--- src/rtl/riscv_mc_control_unit.sv ---
`default_nettype none
// ============================================================================
// Module   : riscv_mc_control_unit
// Brief    : Multicycle RV32I control FSM. Decodes the instruction register
//            fields and sequences every datapath enable and mux select.
//            Optional macro RISCV_CTRL_ILLEGAL_TRAP_EN: unknown opcodes trap
//            into a sticky ILLEGAL state and raise illegal_instr; without it
//            unknown opcodes retire as a NOP from DECODE.
// Revision : 1.0 - initial release
// ============================================================================
module riscv_mc_control_unit (
    input  logic       clk,
    input  logic       reset,
    input  logic [6:0] opcode,
    input  logic [2:0] funct3,
    input  logic       funct7b5,
    input  logic       zero,
    output logic       pc_write,
    output logic       adr_src,
    output logic       mem_write,
    output logic       ir_write,
    output logic       reg_write,
    output logic [1:0] result_src,
    output logic [1:0] alu_src_a,
    output logic [1:0] alu_src_b,
    output logic [2:0] imm_src,
    output logic [3:0] alu_control,
    output logic       instr_retired
`ifdef RISCV_CTRL_ILLEGAL_TRAP_EN
    ,
    output logic       illegal_instr
`endif
);

    localparam logic [6:0] C_OP_R   = 7'b0110011;
    localparam logic [6:0] C_OP_I   = 7'b0010011;
    localparam logic [6:0] C_OP_LW  = 7'b0000011;
    localparam logic [6:0] C_OP_SW  = 7'b0100011;
    localparam logic [6:0] C_OP_BR  = 7'b1100011;
    localparam logic [6:0] C_OP_JAL = 7'b1101111;
    localparam logic [6:0] C_OP_LUI = 7'b0110111;

    typedef enum logic [3:0] {
        ST_FETCH     = 4'd0,
        ST_DECODE    = 4'd1,
        ST_MEM_ADR   = 4'd2,
        ST_MEM_READ  = 4'd3,
        ST_MEM_WB    = 4'd4,
        ST_MEM_WRITE = 4'd5,
        ST_EXEC_R    = 4'd6,
        ST_EXEC_I    = 4'd7,
        ST_EXEC_LUI  = 4'd8,
        ST_ALU_WB    = 4'd9,
        ST_BRANCH    = 4'd10,
        ST_JAL       = 4'd11,
        ST_ILLEGAL   = 4'd12
    } state_t;

    state_t     r_state;
    logic [3:0] w_funct_alu;
    logic       w_known_op;

    assign w_known_op = (opcode == C_OP_R)  || (opcode == C_OP_I)  ||
                        (opcode == C_OP_LW) || (opcode == C_OP_SW) ||
                        (opcode == C_OP_BR) || (opcode == C_OP_JAL) ||
                        (opcode == C_OP_LUI);

    // State register; reset aborts any instruction in flight and returns to FETCH.
    always_ff @(posedge clk or negedge reset) begin
        if (!reset) begin
            r_state <= ST_FETCH;
        end else begin
            case (r_state)
                ST_FETCH:     r_state <= ST_DECODE;
                ST_DECODE: begin
                    if (opcode == C_OP_LW || opcode == C_OP_SW) r_state <= ST_MEM_ADR;
                    else if (opcode == C_OP_R)   r_state <= ST_EXEC_R;
                    else if (opcode == C_OP_I)   r_state <= ST_EXEC_I;
                    else if (opcode == C_OP_LUI) r_state <= ST_EXEC_LUI;
                    else if (opcode == C_OP_BR)  r_state <= ST_BRANCH;
                    else if (opcode == C_OP_JAL) r_state <= ST_JAL;
`ifdef RISCV_CTRL_ILLEGAL_TRAP_EN
                    else                         r_state <= ST_ILLEGAL;
`else
                    else                         r_state <= ST_FETCH;
`endif
                end
                ST_MEM_ADR:   r_state <= (opcode == C_OP_LW) ? ST_MEM_READ : ST_MEM_WRITE;
                ST_MEM_READ:  r_state <= ST_MEM_WB;
                ST_MEM_WB:    r_state <= ST_FETCH;
                ST_MEM_WRITE: r_state <= ST_FETCH;
                ST_EXEC_R:    r_state <= ST_ALU_WB;
                ST_EXEC_I:    r_state <= ST_ALU_WB;
                ST_EXEC_LUI:  r_state <= ST_ALU_WB;
                ST_ALU_WB:    r_state <= ST_FETCH;
                ST_BRANCH:    r_state <= ST_FETCH;
                ST_JAL:       r_state <= ST_ALU_WB;
`ifdef RISCV_CTRL_ILLEGAL_TRAP_EN
                ST_ILLEGAL:   r_state <= ST_ILLEGAL;
`endif
                default:      r_state <= ST_FETCH;
            endcase
        end
    end

    // ALU operation from funct3/funct7b5; sub only for R-type so addi ignores bit 30.
    always_comb begin
        w_funct_alu = 4'b0000;
        case (funct3)
            3'b000:  w_funct_alu = (opcode == C_OP_R && funct7b5) ? 4'b0001 : 4'b0000;
            3'b001:  w_funct_alu = 4'b0110;
            3'b010:  w_funct_alu = 4'b0101;
            3'b011:  w_funct_alu = 4'b1001;
            3'b100:  w_funct_alu = 4'b0100;
            3'b101:  w_funct_alu = funct7b5 ? 4'b1000 : 4'b0111;
            3'b110:  w_funct_alu = 4'b0011;
            default: w_funct_alu = 4'b0010;
        endcase
    end

    // Immediate format follows the opcode in every state.
    always_comb begin
        imm_src = 3'b000;
        case (opcode)
            C_OP_SW:  imm_src = 3'b001;
            C_OP_BR:  imm_src = 3'b010;
            C_OP_JAL: imm_src = 3'b011;
            C_OP_LUI: imm_src = 3'b100;
            default:  imm_src = 3'b000;
        endcase
    end

    // Per-state control outputs; anything not set stays 0.
    always_comb begin
        pc_write      = 1'b0;
        adr_src       = 1'b0;
        mem_write     = 1'b0;
        ir_write      = 1'b0;
        reg_write     = 1'b0;
        result_src    = 2'b00;
        alu_src_a     = 2'b00;
        alu_src_b     = 2'b00;
        alu_control   = 4'b0000;
        instr_retired = 1'b0;
`ifdef RISCV_CTRL_ILLEGAL_TRAP_EN
        illegal_instr = 1'b0;
`endif
        case (r_state)
            ST_FETCH: begin
                ir_write   = 1'b1;
                alu_src_b  = 2'b10;
                result_src = 2'b10;
                pc_write   = 1'b1;
            end
            ST_DECODE: begin
                // Precompute OldPC + imm so the branch/jump target sits in ALUOut.
                alu_src_a = 2'b01;
                alu_src_b = 2'b01;
`ifndef RISCV_CTRL_ILLEGAL_TRAP_EN
                instr_retired = !w_known_op;
`endif
            end
            ST_MEM_ADR: begin
                alu_src_a = 2'b10;
                alu_src_b = 2'b01;
            end
            ST_MEM_READ: begin
                adr_src = 1'b1;
            end
            ST_MEM_WB: begin
                result_src    = 2'b01;
                reg_write     = 1'b1;
                instr_retired = 1'b1;
            end
            ST_MEM_WRITE: begin
                adr_src       = 1'b1;
                mem_write     = 1'b1;
                instr_retired = 1'b1;
            end
            ST_EXEC_R: begin
                alu_src_a   = 2'b10;
                alu_control = w_funct_alu;
            end
            ST_EXEC_I: begin
                alu_src_a   = 2'b10;
                alu_src_b   = 2'b01;
                alu_control = w_funct_alu;
            end
            ST_EXEC_LUI: begin
                alu_src_b   = 2'b01;
                alu_control = 4'b1010;
            end
            ST_ALU_WB: begin
                reg_write     = 1'b1;
                instr_retired = 1'b1;
            end
            ST_BRANCH: begin
                // funct3[0] inverts the sense: beq takes on zero, bne on not-zero.
                alu_src_a     = 2'b10;
                alu_control   = 4'b0001;
                pc_write      = zero ^ funct3[0];
                instr_retired = 1'b1;
            end
            ST_JAL: begin
                alu_src_a = 2'b01;
                alu_src_b = 2'b10;
                pc_write  = 1'b1;
            end
`ifdef RISCV_CTRL_ILLEGAL_TRAP_EN
            ST_ILLEGAL: begin
                illegal_instr = 1'b1;
            end
`endif
            default: begin
                pc_write = 1'b0;
            end
        endcase
    end

endmodule
`default_nettype wire

--- config.mk ---
export PLATFORM = sky130hd
export DESIGN_NAME = riscv_mc_control_unit
export DESIGN_NICKNAME = d
export VERILOG_FILES = /design/src/rtl/riscv_mc_control_unit.sv
export SDC_FILE = /design/constraint.sdc
export NUM_CORES = 1
export LEC_CHECK = 0
export ABC_AREA = 1
export BUFFER_PORTS_ARGS = -buffer_cell sky130_fd_sc_hd__buf_2
export CELL_PAD_IN_SITES_DETAIL_PLACEMENT = 1
export CELL_PAD_IN_SITES_GLOBAL_PLACEMENT = 2
export CORE_ASPECT_RATIO = 0.8
export CORE_MARGIN = 4
export CORE_UTILIZATION = 18
export DETAILED_ROUTE_END_ITERATION = 10
export PLACE_DENSITY = 0.75
export REMOVE_ABC_BUFFERS = 1
export SETUP_SLACK_MARGIN = 0.4
export SLEW_MARGIN = 30
export SYNTH_ARGS = -nofsm -noshare
export SYNTH_HDL_FRONTEND = slang
export SYNTH_SLANG_ARGS = --single-unit
--- constraint.sdc ---
create_clock -name clk -period 1.3 [get_ports clk]
set_clock_uncertainty 0.15 [all_clocks]
set_input_delay 0.195 -clock clk [delete_from_list [all_inputs] [get_ports clk]]
set_output_delay 0.195 -clock clk [all_outputs]
set_load 0.1 [all_outputs]
==> out/qor.csv, run 1 <==
metric,value,unit
status,"complete, but fails checks",
failing checks,negative setup slack,
Ys Warns,0,
global-route wire length before repair,4.62,mm
number of CTS-inserted buffers,3,
Initial DRT Pass Iterations,3,
routed length per instance,12.6,um
DR vias/cell,4.28,
RR Startpoint,r_state[2]$_DFF_PN0_,
GR Util All Layers,0.132,
die width,75.2,um
met2 Resource Use GR,0.237,
Routed Antenna Nets,0,
# setup viols final,22,
vias post-DR,1023,
"area leader, netlist",nand2_1,
root buffer cell,clkbuf_8,
kind of critical path,register to primary output,
initial detailed-routing violation count,40,
Crit path required time,950,ps
design area,1770,um^2
layout cells sized above 1,0.660,
Synth Register Bits,4,
buffer depth of the longest clock path,2,
Clock power frac,0.084,
Worst setup EP type,primary output,
Largest register FFs,4,
MaxCap Viol Count,0,
largest net degree at the start of global routing,6,
# IOs,33,
Pwr Total,3.09,mW
number of global-route vias before repair,1053,
relative slew slack,0.805,
DP Worst Slack,-297,ps
Worst-Skew Late Latency,220,ps
setup ws final,-470,ps
Final min period,1770,ps
CTS tree,built,
final RePlAce weighted congestion,0.864,
final hold slack,160,ps
reg2reg path depth,7,
Area growth syn-to-layout,172,%
initial antenna violation count,0,
largest registers,r_state (4),
share of power burned in registers,0.068,
nets@finish,213,
Detailed Route WL,3.02,mm
FF+latch area,103,um^2
PortBufs,32,
Core ar.,3450,um^2
grt met3 use,0.0161,
layer with the highest usage,met2,
Crit path arrival time,1420,ps
cell with the most instances after synthesis,nand2_1,
register name with the most flops,r_state,
Detail Placement HPWL,2.25,mm
worst slew pin tran,290,ps
grt ovf,0,
Max IR drop VDD,0.818,mV
final hold violation count,0,
"Distinct cells, synth",21,
CTS sink cnt,4,
Tcrit/Tclk final,1.36,
"Seq/Total Area, Yosys",0.154,
# H-tree levels,1,
fraction of registers with async set/reset,1.00,
Placement Cell Area,1340,um^2
Pwr per Cell Area,1750,nW/um^2
die area,4650,um^2
Antenna diodes,0,
Reg-to-Reg End,r_state[0]$_DFF_PN0_,
Multi-input gate area,641,um^2
switching power share of the total,0.567,
Synth top area share,0.254,
fmax,565,MHz
CP Launch Type,register,
type of the most critical hold path,input pin to async pin,
Leak Pwr,0.938,nW
NetSw,1.75,mW
"Primary FF master, synth",dfrtp_1,
initial core utilization,0.189,
# rows,19,
CP Max Fanout,3,
"EDFF count, synth",0,
final design utilization,0.514,
DRC Markers,0,
R2R Setup Slk,-90,ps
RSZ-0062 raised after global routing,true,
Post-Syn Area,651,um^2
DIE HEIGHT,61.8,um
Synth area leaders,"nand2_1 (25%), dfrtp_1 (15%), inv_1 (13%)",
Post-Syn Instances,126,
power share of the combinational group,0.849,
clock-pin transition on the worst setup and hold timing paths,30,ps
M1 GR Usage,0.162,
Layout fillers,411,
average size of a mapped cell,5.16,um^2
Internal,1.34,mW
synth cell count leaders,"nand2_1 (44), inv_1 (23), nor2_1 (18), nand2_2 (6), nand3_1 (6)",
Slew Limit Fails,0,
## power by group through the flow
stage / registers [mW] / clock network, mW / logic (mW)
2_1_floorplan: 0.170 / 0 / 1.32
3_3_place_gp: 0.173 / 0 / 2.21
3_5_place_dp: 0.177 / 0 / 2.22
4_1_cts: 0.193 / 0.263 / 2.52
5_1_grt: 0.215 / 0.273 / 2.72
6_report: 0.209 / 0.258 / 2.62
## metrics by stage
step,setup TNS (ps),cells
3_5_place_dp,-4010,225
5_1_grt,-8210,239
3_3_place_gp,-3400,225
4_1_cts,-6690,237
6_report,-6760,239
2_1_floorplan,-15560,125
## worst max-delay path, stage by stage (launching register included)
cell	delay, ps
dfrtp_2	390
inv_2	70
nor2_2	190
nand2_2	130
nand2_1	110
nor2_2	60
nand2_2	90
buf_12	170
## per-layer routing
metal	vias to the layer above	wire length, um
met5	-	0
met4	0	47
met3	5	101
met2	24	1660
met1	466	1210
li1	528	-
## worst max-delay path by stage
stage,from,slack [ps],to
2_1_floorplan,r_state[3]$_DFF_PN0_,-1940,instr_retired
3_3_place_gp,r_state[1]$_DFF_PN0_,-250,alu_control[3]
3_5_place_dp,r_state[1]$_DFF_PN0_,-300,instr_retired
4_1_cts,r_state[2]$_DFF_PN0_,-430,instr_retired
5_1_grt,r_state[3]$_DFF_PN0_,-530,instr_retired
6_report,r_state[3]$_DFF_PN0_,-470,instr_retired
## layout make-up
class,count,area share
repair buffers,69,0.454
inverters,27,0.0728
clock buffers,3,0.0233
multi-input cells,94,0.362
flip-flops and latches,4,0.0580
well taps,42,0.0297
## repair_timing
action | CTS | global route
endpoints found under the setup margin | 23 | 23
gates resized for setup | 54 | 41
buffers inserted | 8 | 2
pin swaps | 12 | 10
hold buffers | 1 | 0
hold endpoints to repair | 4 | 0
## cell families (layout without fill, tap and decap cells)
kind of cell,count (synthesis),count (layout),share of synthesized area
AOI/OAI and AO/OA,12,12,0.112
xor gates and xnor gates,1,1,0.0135
buffers and inverters,28,99,0.167
DFF,4,4,0.154
and+or+nand+nor,81,81,0.554
## cell usage in the layout (no fill, tap or decap), drive strengths merged
cell,Yosys,layout
nand2,50,50
nor2,22,22
nand3b,1,1
buf,1,68
xnor2,1,1
o21bai,1,1
o21ai,7,7
dfrtp,4,4
o2111ai,1,1
a31oi,1,1
a21oi,1,1
nand4,2,2
inv,27,27
clkbuf,0,3
o22ai,1,1
nand3,6,6
dlygate4sd3,0,1
Power figures use the tool's default switching activity.
==> run 2: changes to the inputs <==
Settings changed: CORE_ASPECT_RATIO 0.8 to default, REMOVE_ABC_BUFFERS 1 to default.
==> run 2 against run 1 <==
Compared with the run above: non-clock buffer count up 6; the run still ends with negative setup slack left; sequential power down 9%; global-route usage up 1.7 points.
==> out/qor.csv, run 2 (synthesis gave the netlist of run 1 again) <==
metric,value,unit,change
switching power share of the total,0.590,,was 0.567
# IOs,33,,unchanged
NetSw,1.76,mW,was 1.75 mW
power share of the combinational group,0.884,,was 0.849
Tcrit/Tclk final,1.39,,was 1.36
initial core utilization,0.190,,was 0.189
Core ar.,3420,um^2,was 3450 um^2
grt ovf,0,,unchanged
global-route wire length before repair,5.18,mm,was 4.62 mm
Worst-Skew Late Latency,240,ps,was 220 ps
MaxCap Viol Count,0,,unchanged
worst slew pin tran,307,ps,was 290 ps
# H-tree levels,1,,unchanged
final setup TNS,-7770,ps,was -6760 ps
design area,1960,um^2,was 1770 um^2
Area growth syn-to-layout,201,%,was 172%
relative slew slack,0.794,,was 0.805
met1 WL,1.23,mm,was 1.21 mm
# setup viols final,23,,was 22
vias post-DR,1075,,was 1023
largest net degree at the start of global routing,6,,unchanged
met2 routed WL,1.87,mm,was 1.66 mm
max layer used,met4,,unchanged
reg2reg path depth,7,,unchanged
"commonest non-fill, non-tap cell in the layout",buf_4,,was nand2_1
Pwr Total,2.98,mW,was 3.09 mW
Worst setup EP type,primary output,,unchanged
Crit path arrival time,1460,ps,was 1420 ps
DIE HEIGHT,68.1,um,was 61.8 um
layout cells sized above 1,0.719,,was 0.660
CP Max Fanout,2,,was 3
most frequent cells in the layout,"buf_4 (34), nand2_1 (25), buf_12 (21), buf_6 (13), nor2_1 (11)",,"was nand2_1 (32), buf_4 (31), buf_12 (20), nand2_4 (13), inv_2 (11)"
share of power burned in registers,0.064,,was 0.068
register name with the most flops,r_state,,unchanged
Detail Placement HPWL,2.73,mm,was 2.25 mm
Crit path required time,950,ps,about the same
kind of critical path,register to primary output,,unchanged
Largest register FFs,4,,unchanged
R2R Setup Slk,-120,ps,was -90 ps
final design utilization,0.573,,was 0.514
Multi-input gate area,754,um^2,was 641 um^2
Detailed Route WL,3.30,mm,was 3.02 mm
CP Launch Type,register,,unchanged
type of the most critical hold path,input pin to async pin,,unchanged
clock-pin transition on the worst setup and hold timing paths,40,ps,was 30 ps
PortBufs,32,,unchanged
DP Worst Slack,-290,ps,was -297 ps
RSZ-0062 raised after global routing,true,,unchanged
root buffer cell,clkbuf_4,,was clkbuf_8
# rows,21,,was 19
Max IR drop VDD,1.20,mV,was 0.818 mV
Pwr per Cell Area,1520,nW/um^2,was 1750 nW/um^2
RR Startpoint,r_state[1]$_DFF_PN0_,,was r_state[2]$_DFF_PN0_
DRC Markers,0,,unchanged
Clock power frac,0.052,,was 0.084
DR vias/cell,4.32,,was 4.28
number of global-route vias before repair,1133,,was 1053
fmax,553,MHz,was 565 MHz
GR Util All Layers,0.150,,was 0.132
routed length per instance,13.3,um,was 12.6 um
initial detailed-routing violation count,21,,was 40
Reg-to-Reg End,r_state[0]$_DFF_PN0_,,unchanged
Initial DRT Pass Iterations,4,,was 3
FF+latch area,103,um^2,unchanged
Placement Cell Area,1690,um^2,was 1340 um^2
largest registers,r_state (4),,unchanged
Internal,1.22,mW,was 1.34 mW
failing checks,negative setup slack,,unchanged
Slew Limit Fails,0,,unchanged
Synth Net Count,140,,
Leak Pwr,0.956,nW,was 0.938 nW
setup ws final,-507,ps,was -470 ps
buffer depth of the longest clock path,2,,unchanged
die area,4640,um^2,was 4650 um^2
Final min period,1810,ps,was 1770 ps
status,"complete, but fails checks",,unchanged
number of CTS-inserted buffers,3,,unchanged
final RePlAce weighted congestion,0.844,,was 0.864
CTS tree,built,,unchanged
met3 wire length,113,um,was 101 um
Antenna diodes,0,,unchanged
CTS sink cnt,4,,unchanged
Routed Antenna Nets,0,,unchanged
nets@finish,219,,was 213
Layout fillers,407,,was 411
initial antenna violation count,0,,unchanged
final hold violation count,0,,unchanged
die width,68.1,um,was 75.2 um
## run 2: timing repair
item,CTS,global route
endpoints found under the setup margin,23,23
buffers inserted,4,2
cloned,0,0
gates resized for setup,45,17
pin swaps,13,8
endpoints found under the hold margin,4,0
hold buffers,1,0
## run 2: critical path, cell delays in order, from the launching register on
cell and delay, ps:
dfrtp_1 400, buf_4 160, nor2_4 120, buf_6 110
nand2_4 50, nand2_4 80, o21bai_4 130, buf_12 190
## run 2: metal layers
metal  vias to the layer above  track usage
li1                        540            -
met1                       497        0.159
met2                        30        0.294
met3                         8       0.0148
met4                         0       0.0620
met5                         -            0
## run 2: power groups by stage
stage	Combinational [mW]	Sequential [mW]	Clock, mW
finish	2.64	0.190	0.156
global route	2.73	0.194	0.172
CTS	2.60	0.176	0.165
detailed placement	2.53	0.179	0
global placement	2.49	0.176	0
floorplan	1.64	0.172	0
## run 2: stage by stage
| step | std cells | hold WS, ps |
|---|---|---|
| 2_1_floorplan | 126 | -251 |
| 3_3_place_gp | 239 | -148 |
| 3_5_place_dp | 239 | -146 |
| 4_1_cts | 247 | 138 |
| 5_1_grt | 249 | 159 |
| 6_report | 249 | 143 |
## run 2: layout make-up
cell class	instances	area share
clock buffer	3	0.0115
sequential	4	0.0524
timing repair buffer	75	0.440
tap	46	0.0294
inverter	27	0.0811
multi-input combinational	94	0.385
## run 2: worst max path at each step
| stage | slack (ps) | depth (start not counted) | endpoint | startpoint |
|---|---|---|---|---|
| after CTS | -510 | 8 | instr_retired | r_state[3]$_DFF_PN0_ |
| after global placement | -260 | 6 | alu_src_b[0] | r_state[2]$_DFF_PN0_ |
| after global routing | -580 | 8 | instr_retired | r_state[1]$_DFF_PN0_ |
| final | -510 | 7 | pc_write | r_state[2]$_DFF_PN0_ |
| after detailed placement | -290 | 6 | alu_src_b[0] | r_state[2]$_DFF_PN0_ |
| after floorplan | -560 | 5 | instr_retired | r_state[2]$_DFF_PN0_ |
==> run 3: changes to the inputs <==
Settings changed: TNS_END_PERCENT from default to 50.
==> run 3 against run 2 <==
Compared with the run above: the flow still finishes with violations (negative setup slack); sequential power rose by 4%; die area did not move; clock-buffer cell count did not move; critical endpoint is now instr_retired; largest cell class unchanged; highest routed layer unchanged.
==> out/qor.csv, run 3 (synthesis gave the netlist of run 1 again) <==
metric,value,unit,change
status,"complete, but fails checks",,unchanged
failing checks,negative setup slack,,unchanged
"commonest non-fill, non-tap cell in the layout",buf_4,,unchanged
DRC Markers,0,,unchanged
kind of critical path,register to primary output,,unchanged
Worst setup EP type,primary output,,unchanged
Crit path arrival time,1440,ps,was 1460 ps
Tcrit/Tclk final,1.38,,was 1.39
buffer depth of the longest clock path,2,,unchanged
Final min period,1790,ps,was 1810 ps
switching power share of the total,0.586,,was 0.590
Routed Antenna Nets,0,,unchanged
# rows,21,,unchanged
root buffer cell,clkbuf_4,,unchanged
RR Startpoint,r_state[1]$_DFF_PN0_,,unchanged
Clock power frac,0.052,,about the same
Placement Cell Area,1560,um^2,was 1690 um^2
post-route insts no fill,244,,was 249
Antenna diodes,0,,unchanged
clock-pin transition on the worst setup and hold timing paths,40,ps,about the same
nets@finish,214,,was 219
# IOs,33,,unchanged
grt ovf,0,,unchanged
power share of the combinational group,0.881,,was 0.884
layout cells sized above 1,0.657,,was 0.719
final setup TNS,-7380,ps,was -7770 ps
final hold slack,157,ps,was 143 ps
design area,1730,um^2,was 1960 um^2
final RePlAce weighted congestion,0.799,,was 0.844
# H-tree levels,1,,unchanged
Area growth syn-to-layout,166,%,was 201%
routed length per instance,12.5,um,was 13.3 um
Synth Net Count,140,,unchanged
most frequent cells in the layout,"buf_4 (34), nand2_1 (31), buf_12 (19)",,"was buf_4 (34), nand2_1 (25), buf_12 (21), buf_6 (13), nor2_1 (11)"
worst slew pin tran,293,ps,was 307 ps
die width,68.1,um,unchanged
Initial DRT Pass Iterations,3,,was 4
initial detailed-routing violation count,14,,was 21
final design utilization,0.507,,was 0.573
number of CTS-inserted buffers,3,,unchanged
Crit path required time,950,ps,about the same
Pwr per Cell Area,1710,nW/um^2,was 1520 nW/um^2
Reg-to-Reg End,r_state[0]$_DFF_PN0_,,unchanged
CP Launch Type,register,,unchanged
GR Util All Layers,0.149,,was 0.150
Detail Placement HPWL,2.64,mm,was 2.73 mm
Largest register FFs,4,,unchanged
Detailed Route WL,3.06,mm,was 3.30 mm
relative slew slack,0.803,,was 0.794
CTS tree,built,,unchanged
dpl cells,237,,was 239
Worst-Skew Late Latency,240,ps,about the same
Slew Limit Fails,0,,unchanged
initial core utilization,0.190,,unchanged
largest net degree at the start of global routing,6,,unchanged
Internal,1.22,mW,about the same
launch point of the worst path,r_state[2]$_DFF_PN0_,,unchanged
Max IR drop VDD,1.15,mV,was 1.20 mV
CP Max Fanout,4,,was 2
PortBufs,32,,unchanged
MaxCap Viol Count,0,,unchanged
type of the most critical hold path,input pin to async pin,,unchanged
DR vias/cell,4.34,,was 4.32
largest registers,r_state (4),,unchanged
DIE HEIGHT,68.1,um,unchanged
Setup crit end,instr_retired,,was pc_write
setup ws final,-489,ps,was -507 ps
global-route wire length before repair,5.15,mm,was 5.18 mm
fmax,559,MHz,was 553 MHz
share of power burned in registers,0.067,,was 0.064
reg2reg path depth,8,,was 7
CTS sink cnt,4,,unchanged
RSZ-0062 raised after global routing,true,,unchanged
initial antenna violation count,0,,unchanged
Leak Pwr,0.882,nW,was 0.956 nW
die area,4640,um^2,unchanged
vias post-DR,1058,,was 1075
R2R Setup Slk,-170,ps,was -120 ps
NetSw,1.73,mW,was 1.76 mW
register name with the most flops,r_state,,unchanged
number of global-route vias before repair,1143,,was 1133
# setup viols final,22,,was 23
final hold violation count,0,,unchanged
Core ar.,3420,um^2,unchanged
run 3: how the worst min path moves through the flow:
stage / from / endpoint / slack [ps] / cells after the start
4_1_cts: reset / r_state[3]$_DFF_PN0_ / 140 / 2
2_1_floorplan: reset / r_state[0]$_DFF_PN0_ / -250 / 0
3_5_place_dp: reset / r_state[2]$_DFF_PN0_ / -140 / 1
6_report: reset / r_state[0]$_DFF_PN0_ / 160 / 2
3_3_place_gp: reset / r_state[1]$_DFF_PN0_ / -150 / 1
5_1_grt: reset / r_state[3]$_DFF_PN0_ / 170 / 2
run 3: area by class of cell:
class	count	area [um^2]
inverters	27	130
flip-flops and latches	4	103
repair buffers	70	757
multi-input cells	94	661
well taps	46	57.6
fillers	428	1690
clock buffers	3	22.5
run 3: power by group through the flow:
stage	Sequential [mW]	Clock (mW)	Combinational (mW)
CTS	0.195	0.162	2.58
detailed placement	0.177	0	2.50
global route	0.201	0.174	2.72
global placement	0.174	0	2.46
finish	0.198	0.154	2.60
floorplan	0.172	0	1.62
run 3: layer usage:
layer	share of wire	track usage
met1	0.35	0.154
met2	0.60	0.306
met3	0.038	0.0131
met4	0.012	0.0447
met5	0	0
run 3: repair_timing:
| action | CTS | global route |
|---|---|---|
| resized for setup | 30 | 8 |
| setup buffers | 1 | 2 |
| hold buffers | 1 | 0 |
| pin swaps | 8 | 5 |
| hold endpoints to repair | 4 | 0 |
| setup endpoints to repair | 23 | 23 |
run 3: stage by stage:
step / setup WS [ps] / total power [mW]
2_1_floorplan: -561 / 1.79
3_3_place_gp: -243 / 2.64
3_5_place_dp: -288 / 2.68
4_1_cts: -511 / 2.94
5_1_grt: -584 / 3.09
6_report: -489 / 2.95
run 3: critical path: stages (launching register included):
cell and delay (ps):
dfrtp_1 380, inv_2 120, nand2_2 90, buf_6 120, o22ai_4 200, nor2_2 70
nand2_4 70, buf_12 170
